### src/rtl/instruction_fetch_unit_pkg.sv
// Shared types and constants for the instruction fetch unit.
// Holds the fetch FSM encoding and the reset/flush defaults.
package instruction_fetch_unit_pkg;

  typedef logic [31:0] word_t;

  typedef enum logic [1:0] {
    S_REQ,
    S_WAIT,
    S_DROP,
    S_HOLD
  } fetch_state_e;

  localparam word_t RESET_PC_DEF  = 32'h0040_0000;
  localparam word_t NOP_INSTR_DEF = 32'h0000_0013;

  function automatic word_t pc_inc(input word_t pc);
    return pc + 32'd4;
  endfunction

  function automatic word_t word_align(input word_t a);
    return a & 32'hFFFF_FFFC;
  endfunction

endpackage

### src/rtl/instruction_fetch_unit_if.sv
// Instruction-memory request/response bus.
// master = fetch unit, slave = memory.
interface instruction_fetch_unit_if
  import instruction_fetch_unit_pkg::*;
();

  logic  imem_req;
  word_t imem_addr;
  logic  imem_gnt;
  logic  imem_rvalid;
  word_t imem_rdata;

  modport master (
    output imem_req,
    output imem_addr,
    input  imem_gnt,
    input  imem_rvalid,
    input  imem_rdata
  );

  modport slave (
    input  imem_req,
    input  imem_addr,
    output imem_gnt,
    output imem_rvalid,
    output imem_rdata
  );

endinterface

### src/rtl/instruction_fetch_unit.sv
// Instruction fetch: PC register, one-outstanding imem FSM,
// stall hold buffer and redirect flush feeding IF/ID.
module instruction_fetch_unit
  import instruction_fetch_unit_pkg::*;
#(
  parameter word_t RESET_PC  = RESET_PC_DEF,
  parameter word_t NOP_INSTR = NOP_INSTR_DEF
) (
  input  logic  clk,
  input  logic  reset,
  input  logic  stall,
  input  logic  redirect,
  input  word_t redirect_pc,
  instruction_fetch_unit_if.master imem,
  output word_t instruction_out,
  output word_t pc_out,
  output word_t pc_plus_4_out,
  output logic  valid_out
);

  fetch_state_e state_q, state_d;
  word_t        pc_q, pc_d;
  word_t        hold_q, hold_d;
  word_t        instr_q, instr_d;
  word_t        pco_q, pco_d;
  word_t        pcp4_q, pcp4_d;
  logic         valid_q, valid_d;

  logic         load;
  word_t        load_data;
  logic         pending;

  // A request is still in flight if it was just granted
  // or its response has not yet come back.
  assign pending =
    (state_q == S_REQ  &&  imem.imem_gnt)    ||
    (state_q == S_WAIT && !imem.imem_rvalid) ||
    (state_q == S_DROP && !imem.imem_rvalid);

  always_comb begin
    state_d   = state_q;
    pc_d      = pc_q;
    hold_d    = hold_q;
    instr_d   = instr_q;
    pco_d     = pco_q;
    pcp4_d    = pcp4_q;
    valid_d   = stall ? valid_q : 1'b0;
    load      = 1'b0;
    load_data = hold_q;

    unique case (state_q)
      S_REQ: begin
        if (imem.imem_gnt) state_d = S_WAIT;
      end
      S_WAIT: begin
        if (imem.imem_rvalid) begin
          if (stall) begin
            hold_d  = imem.imem_rdata;
            state_d = S_HOLD;
          end else begin
            load      = 1'b1;
            load_data = imem.imem_rdata;
            state_d   = S_REQ;
          end
        end
      end
      S_HOLD: begin
        if (!stall) begin
          load    = 1'b1;
          state_d = S_REQ;
        end
      end
      S_DROP: begin
        if (imem.imem_rvalid) state_d = S_REQ;
      end
    endcase

    if (redirect) begin
      pc_d    = word_align(redirect_pc);
      valid_d = 1'b0;
      instr_d = NOP_INSTR;
      hold_d  = '0;
      state_d = pending ? S_DROP : S_REQ;
    end else if (load) begin
      instr_d = load_data;
      pco_d   = pc_q;
      pcp4_d  = pc_inc(pc_q);
      valid_d = 1'b1;
      pc_d    = pc_inc(pc_q);
    end
  end

  always_ff @(posedge clk) begin
    if (reset) begin
      state_q <= S_REQ;
      pc_q    <= RESET_PC;
      hold_q  <= '0;
      instr_q <= '0;
      pco_q   <= '0;
      pcp4_q  <= '0;
      valid_q <= 1'b0;
    end else begin
      state_q <= state_d;
      pc_q    <= pc_d;
      hold_q  <= hold_d;
      instr_q <= instr_d;
      pco_q   <= pco_d;
      pcp4_q  <= pcp4_d;
      valid_q <= valid_d;
    end
  end

  assign imem.imem_req  = (state_q == S_REQ) && !reset;
  assign imem.imem_addr = pc_q;

  assign instruction_out = instr_q;
  assign pc_out          = pco_q;
  assign pc_plus_4_out   = pcp4_q;
  assign valid_out       = valid_q;

endmodule

### src/flat_wrapper.sv
// flat-port wrapper written by rule: the top's interface ports become plain ports
module instruction_fetch_unit_flat import instruction_fetch_unit_pkg::*;
#(
  parameter word_t RESET_PC  = RESET_PC_DEF,
  parameter word_t NOP_INSTR = NOP_INSTR_DEF
)
  (clk, reset, stall, redirect, redirect_pc, instruction_out, pc_out, pc_plus_4_out, valid_out, imem_imem_req, imem_imem_addr, imem_imem_gnt, imem_imem_rvalid, imem_imem_rdata);
  instruction_fetch_unit_if imem_i ();
  input  logic clk;
  input  logic reset;
  input  logic stall;
  input  logic redirect;
  input  word_t redirect_pc;
  output word_t instruction_out;
  output word_t pc_out;
  output word_t pc_plus_4_out;
  output logic valid_out;
  output wire logic [$bits(imem_i.imem_req)-1:0] imem_imem_req;
  output wire logic [$bits(imem_i.imem_addr)-1:0] imem_imem_addr;
  input wire logic [$bits(imem_i.imem_gnt)-1:0] imem_imem_gnt;
  input wire logic [$bits(imem_i.imem_rvalid)-1:0] imem_imem_rvalid;
  input wire logic [$bits(imem_i.imem_rdata)-1:0] imem_imem_rdata;
  assign imem_imem_req = imem_i.imem_req;
  assign imem_imem_addr = imem_i.imem_addr;
  assign imem_i.imem_gnt = imem_imem_gnt;
  assign imem_i.imem_rvalid = imem_imem_rvalid;
  assign imem_i.imem_rdata = imem_imem_rdata;
  instruction_fetch_unit #(.RESET_PC(RESET_PC), .NOP_INSTR(NOP_INSTR)) u_core (.clk(clk), .reset(reset), .stall(stall), .redirect(redirect), .redirect_pc(redirect_pc), .imem(imem_i), .instruction_out(instruction_out), .pc_out(pc_out), .pc_plus_4_out(pc_plus_4_out), .valid_out(valid_out));
endmodule
### config.mk
export PLATFORM = sky130hd
export DESIGN_NAME = instruction_fetch_unit_flat
export DESIGN_NICKNAME = d
export VERILOG_FILES = /design/src/rtl/instruction_fetch_unit_pkg.sv /design/src/rtl/instruction_fetch_unit_if.sv /design/src/rtl/instruction_fetch_unit.sv /design/src/flat_wrapper.sv
export SDC_FILE = /design/constraint.sdc
export NUM_CORES = 1
export LEC_CHECK = 0
export ABC_AREA = 1
export CORE_MARGIN = 2
export CORE_UTILIZATION = 51
export CTS_CLUSTER_DIAMETER = 40
export DETAILED_ROUTE_END_ITERATION = 10
export GPL_TIMING_DRIVEN = 0
export PLACE_DENSITY = 0.86
export SLEW_MARGIN = 20
export SYNTH_ARGS = -nofsm -noshare
export SYNTH_HDL_FRONTEND = slang
export SYNTH_SLANG_ARGS = --single-unit
### constraint.sdc
create_clock -name clk -period 4.2 [get_ports clk]
set_input_delay 1.05 -clock clk [delete_from_list [all_inputs] [get_ports clk]]
set_output_delay 1.05 -clock clk [all_outputs]
set_load 0.05 [all_outputs]
==> impl_metrics.tcl, run 1 <==
set metrics [dict create \
    outcome "completed" \
    firstDrtPassIters 6 \
    grt_pass1_wl_um 35200 \
    synthArstFlopShare_pct 0 \
    grt_use_total_pct 31.4 \
    r2r_start "u_core.imem.imem_addr[2]$_SDFFE_PP0P_" \
    wl_per_cell_um 16.6 \
    skew_ns 0.00685 \
    antenna_found_initial 1 \
    critPathArrivalTime_ns 2.79 \
    dpl_cell_area_um2 8840 \
    ys_types 27 \
    cts_resized 0 \
    fill_cells 967 \
    coreArea_um2 12700 \
    period_minus_slack_ns 3.84 \
    max_cap_violations 0 \
    critPathKind "in2out" \
    drt-initial-drc-count 565 \
    syn-cell-area_um2 6710 \
    register_area_um2 3140 \
    cts_tree "built" \
    htreeDepth 4 \
    routed-via-count 7417 \
    hp-class "reg2reg" \
    synth-simple-area-share_pct 23.5 \
    setup_viol 0 \
    crit_top_cell "clkbuf_1" \
    final_common_cell "nand2_1" \
    cts.sinks 157 \
    cp.buffers_inverters 3 \
    slowest_stage "clkdlybuf4s50_1" \
    cp.depth 4 \
    worst_slack_ns 0.360 \
    area_growth_pct 40.7 \
    r2r-end "u_core.imem.imem_addr[22]$_SDFFE_PP1P_" \
    synth_top_family_by_area "simple AND/OR/NAND/NOR gates" \
    num_antenna_cells 0 \
    gp_congestion 1.02 \
    vdd_drop_max_mv 0.247 \
    detail-route-antenna-nets 0 \
    endpoint_kind "output port" \
    clk_pin_slew_ns 0.06 \
    finalCritPeriodShare_pct 91.4 \
    synth_xor_area_share_pct 1.17 \
    yosysWarnings 0 \
    vias_per_cell 5.49 \
    cts_hold_buf 0 \
    hold_ws_ns 0.452 \
    max_stage_delay_ns 0.73 \
    powerDensity_nw_per_um2 380 \
    post-place-ws_ns 0.334 \
    startpoint "reset" \
    cp_cell_sequence "clkbuf_1 > clkbuf_1 > nor2_1 > clkdlybuf4s50_1" \
    reg2reg_depth 8 \
    post_layout_nonfiller_instances 1351 \
    yosys.area_share.adder_pct 0.186 \
    path_delay_family "buffers and inverters" \
    critPathMaxFanout 10 \
    final_nets 1238 \
    design.die.area_um2 14100 \
    synth_edf_count 0 \
    numCtsBuffers 17 \
    placementRows 41 \
    critPathCapture "imem_imem_req" \
    multi_input_area_um2 3030 \
    drc_errors 0 \
    cts_buffer_depth 2 \
    syn_avg_cell_area_um2 7.04 \
    hold_viol_final 0 \
    insertion_delay_ns 0.43 \
    cts_root_buf "clkbuf_16" \
    dp.cells 1320 \
    die_h_um 119 \
    ios 200 \
    ys.flop_type "dfxtp_1" \
    muxShareOfSynthArea_pct 0 \
    finalSetupTns_ns 0 \
    dpl.hpwl_um 16600 \
    worst_pin_slew_ns 0.594 \
    post_cts.repair.setup_buffers 0 \
    globalRouteOverflowTotal 0 \
    p_leak_nw 3.76 \
    start_util_pct 52.8 \
    cp-start-kind "input port" \
    mostFrequentLayoutCells "nand2_1, clkdlybuf4s50_1, dfxtp_1, a21oi_1, nor2_1" \
    synth_seq_cells 157 \
    fmax_ghz 0.260 \
    drive_gt1_share_pct 5.34 \
    required_ns 3.15 \
    seq_area_frac_synth_pct 46.8 \
    slew_headroom_pct 60.4 \
    slew_viol_final 0 \
    rsz0062_at_grt "false" \
    min-delay-start "u_core.hold_q[20]$_SDFFE_PP0P_" \
    synth_compound_area_share_pct 19.9 \
    finalWirelength_um 22400 \
    grt_pass1_vias 6985 \
    grt_max_degree 17 \
    portBuffers 189 \
    syn_inst 954 \
    rrSetupSlack_ns 2.12 \
    die_w_um 119 \
    fin_area_um2 9450 \
]
[worst min-delay path by stage]
stage	slack, ns	endpoint	cells after the start
finish	0.45	u_core.hold_q[20]$_SDFFE_PP0P_	2
global route	0.46	u_core.hold_q[20]$_SDFFE_PP0P_	2
CTS	0.45	u_core.hold_q[25]$_SDFFE_PP0P_	2
detailed placement	0.45	u_core.hold_q[20]$_SDFFE_PP0P_	2
global placement	0.44	u_core.hold_q[20]$_SDFFE_PP0P_	2
floorplan	0.43	u_core.hold_q[20]$_SDFFE_PP0P_	2
[worst min-delay path, cell delays in order, from the launching register on]
cell	delay [ns]
dfxtp_1	0.30
inv_1	0.06
a21oi_1	0.05
[sequential cells by signal (all words and copies together) (netlist names)]
name	flops
u_core.state_q	2
u_core.imem.imem_addr	30
u_core.instruction_out	32
u_core.valid_out	1
u_core.pc_plus_4_out	30
u_core.pc_out	30
u_core.hold_q	32
[synthesized netlist by cell type, types with 2 or more instances]
cell	instances	area share [%]
buf_4	7	0.78
xnor2_1	3	0.39
nand2_1	247	14
buf_1	2	0.11
buf_2	15	1.1
o211ai_1	18	2.0
inv_1	70	3.9
dfxtp_1	157	47
o21ai_0	91	6.8
inv_2	3	0.17
nor2_1	117	6.5
clkbuf_1	32	1.8
buf_6	2	0.34
a21oi_1	131	9.8
nand3_1	31	2.3
a31oi_1	9	0.84
o21ai_1	4	0.30
xor2_1	6	0.78
[report_power, final]
group | total, mW | internal (mW) | switching (mW) | leakage [nW]
sequential | 1.57 | 1.53 | 0.0404 | 1.27
clock | 1.57 | 0.981 | 0.588 | 0.298
combinational | 0.457 | 0.164 | 0.293 | 2.18
[layer usage]
layer	wire (µm)	up-vias	share of wire, %	GRT usage, %
met5	16	-	0.071	0
met4	850	2	3.8	14.5
met3	2060	78	9.2	7.87
met2	10600	410	47	52.6
met1	8920	3425	40	37.8
li1	-	3502	-	-
[layout make-up]
cell class              count  area share [%]
multi-input cells         670            32.1
inverters                  73            2.90
repair buffers            189            20.0
plain buffers              59            2.99
clock inverters             5           0.821
flip-flops and latches    157            33.3
well taps                 172            2.28
clock buffers              26            5.60
[logic make-up after synthesis]
logic type,count (synthesis)
DFF,157
and+or+nand+nor,400
AOI/OAI and AO/OA,254
adders and majority gates,1
other,1
buffers and inverters,132
xor gates and xnor gates,9
[through the flow]
step	utilization, %	total power, mW
global placement	69.5	2.04
finish	74.3	3.59
CTS	74.3	3.59
floorplan	-	1.85
detailed placement	69.5	2.05
global route	74.3	3.70
Note: power is estimated with default switching activity, not from simulation.
==> inputs of run 2 (changes only) <==
--- a/config.mk
+++ b/config.mk
@@ -7,11 +7,12 @@
 export LEC_CHECK = 0
 export ABC_AREA = 1
 export CORE_MARGIN = 2
-export CORE_UTILIZATION = 51
+export CORE_UTILIZATION = 47
 export CTS_CLUSTER_DIAMETER = 40
 export DETAILED_ROUTE_END_ITERATION = 10
 export GPL_TIMING_DRIVEN = 0
-export PLACE_DENSITY = 0.86
+export PLACE_DENSITY = 0.8
+export SETUP_SLACK_MARGIN = 0.02
 export SLEW_MARGIN = 20
 export SYNTH_ARGS = -nofsm -noshare
 export SYNTH_HDL_FRONTEND = slang
==> constraint.sdc (replaced) <==
create_clock -name clk -period 3.6 [get_ports clk]
set_input_delay 0.9 -clock clk [delete_from_list [all_inputs] [get_ports clk]]
set_output_delay 0.9 -clock clk [all_outputs]
set_load 0.05 [all_outputs]
==> impl_metrics.tcl, run 2 (synthesis results as in run 1) <==
set metrics [dict create \
    outcome "completed" \
    fin_util_pct 68.0 \
    cts_hold_buf 0 \
    pwr-share-clk_pct 44.2 \
    register_area_um2 3140 \
    worst_pin_slew_ns 0.603 \
    rsz0062_at_grt "false" \
    hold_ws_ns 0.463 \
    numCtsBuffers 17 \
    period_minus_slack_ns 3.35 \
    fill_cells 1190 \
    die_w_um 124 \
    hold_viol_final 0 \
    gp_congestion 0.967 \
    cts_buffer_depth 2 \
    finalWirelength_um 21700 \
    die_h_um 124 \
    grt_pass1_wl_um 33800 \
    critPathMaxFanout 10 \
    detail-route-antenna-nets 0 \
    skew_ns 0.00639 \
    antenna_found_initial 0 \
    grt_use_total_pct 28.7 \
    final_nets 1238 \
    area_growth_pct 41.0 \
    dp.cells 1328 \
    rrSetupSlack_ns 1.57 \
    hold_end "u_core.instruction_out[4]$_SDFFE_PP0P_" \
    portBuffers 189 \
    start_util_pct 48.2 \
    hp-class "reg2reg" \
    endpoint_kind "output port" \
    clk_pin_slew_ns 0.06 \
    post_cts.repair.setup_buffers 0 \
    powerDensity_nw_per_um2 446 \
    drt-initial-drc-count 565 \
    p_leak_nw 3.75 \
    coreArea_um2 13900 \
    placementRows 43 \
    cts_root_buf "clkbuf_16" \
    design.die.area_um2 15300 \
    r2r-end "u_core.imem.imem_addr[16]$_SDFFE_PP0P_" \
    multi_input_area_um2 3030 \
    required_ns 2.70 \
    fmax_ghz 0.299 \
    reg2reg_depth 7 \
    p_sw_share_pct 25.9 \
    min_delay_path_depth 2 \
    vdd_drop_max_mv 0.299 \
    htreeDepth 4 \
    slew_viol_final 0 \
    vias_per_cell 5.26 \
    firstDrtPassIters 5 \
    drive_gt1_share_pct 5.60 \
    ios 200 \
    p_switching_mw 1.09 \
    routed-via-count 7150 \
    num_antenna_cells 0 \
    dpl.hpwl_um 16400 \
    globalRouteOverflowTotal 0 \
    cts.sinks 157 \
    post-place-ws_ns 0.100 \
    drc_errors 0 \
    setup_viol 0 \
    grt_max_degree 17 \
    grt_pass1_vias 6782 \
    mostFrequentLayoutCells "nand2_1, clkdlybuf4s50_1, dfxtp_1, a21oi_1, nor2_1" \
    critPathArrivalTime_ns 2.45 \
    critPathKind "in2out" \
    insertion_delay_ns 0.43 \
    combinationalPowerShare_pct 12.6 \
    finalSetupTns_ns 0 \
    slew_headroom_pct 59.8 \
    cts_tree "built" \
    cts_resized 0 \
    max_cap_violations 0 \
    finalCritPeriodShare_pct 93.1 \
    p_seq_share_pct 43.3 \
    final_common_cell "nand2_1" \
    p_int_mw 3.13 \
    cp-start-kind "input port" \
    post_layout_nonfiller_instances 1359 \
    wl_per_cell_um 16.0 \
    worst_slack_ns 0.250 \
    min-delay-start "u_core.hold_q[4]$_SDFFE_PP0P_" \
    r2r_start "u_core.imem.imem_addr[2]$_SDFFE_PP0P_" \
]
[run 2: changes by cell type in the layout (fill, tap and decap cells not counted)]
cell / previous run / this run
clkbuf_1: 34 / 31
bufinv_16: 2 / 3
clkbuf_2: 1 / 2
clkbuf_8: 7 / 4
clkinvlp_4: 1 / 5
[run 2: area by class of cell]
cell class / instances / area share, %
Sequential cell: 157 / 33.2
Multi-Input combinational cell: 670 / 32.0
Timing Repair Buffer: 189 / 20.0
Clock buffer: 21 / 5.07
Buffer: 59 / 3.00
Inverter: 73 / 2.89
Tap cell: 180 / 2.38
Clock inverter: 10 / 1.45
[run 2: worst max-delay path by stage]
stage / from / end / slack [ns] / cells past startpoint
4_1_cts: reset / imem_imem_req / 0.08 / 4
3_5_place_dp: reset / imem_imem_req / 0.10 / 4
6_report: reset / imem_imem_req / 0.25 / 4
3_3_place_gp: reset / imem_imem_req / 0.07 / 4
2_1_floorplan: reset / imem_imem_req / 0.75 / 3
5_1_grt: reset / imem_imem_req / 0.18 / 4
[run 2: layer usage]
metal	wire length (µm)	up-vias	track usage, %	share of wire (%)
li1	-	3507	-	-
met1	8980	3277	35.2	41
met2	10100	318	47.5	47
met3	2010	48	7.75	9.2
met4	608	0	11.8	2.8
met5	0	-	0	0
[run 2: metrics by stage]
stage / power [mW] / instance area (µm²)
final: 4.22 / 9470
after global routing: 4.35 / 9470
after CTS: 4.23 / 9470
after detailed placement: 2.39 / 8850
after global placement: 2.38 / 8850
after floorplan: 2.16 / 6730
[run 2: power groups by stage]
| stage | combinational (mW) | sequential (mW) | clock [mW] |
|---|---|---|---|
| 2_1_floorplan | 0.183 | 1.98 | 0 |
| 3_3_place_gp | 0.521 | 1.86 | 0 |
| 3_5_place_dp | 0.525 | 1.86 | 0 |
| 4_1_cts | 0.528 | 1.83 | 1.88 |
| 5_1_grt | 0.567 | 1.83 | 1.95 |
| 6_report | 0.530 | 1.83 | 1.87 |
[run 2: worst max-delay path, stage by stage]
cell	delay (ns)
clkbuf_1	0.38
clkbuf_2	0.35
nor2_1	0.08
clkdlybuf4s50_1	0.73
==> inputs of run 3 (changes only) <==
--- a/config.mk
+++ b/config.mk
@@ -13,6 +13,7 @@
 export GPL_TIMING_DRIVEN = 0
 export PLACE_DENSITY = 0.8
 export SETUP_SLACK_MARGIN = 0.02
+export SKIP_CTS_REPAIR_TIMING = 1
 export SLEW_MARGIN = 20
 export SYNTH_ARGS = -nofsm -noshare
 export SYNTH_HDL_FRONTEND = slang
==> results of run 3 <==
Final layout, timing and power as in run 2 (identical DEF).
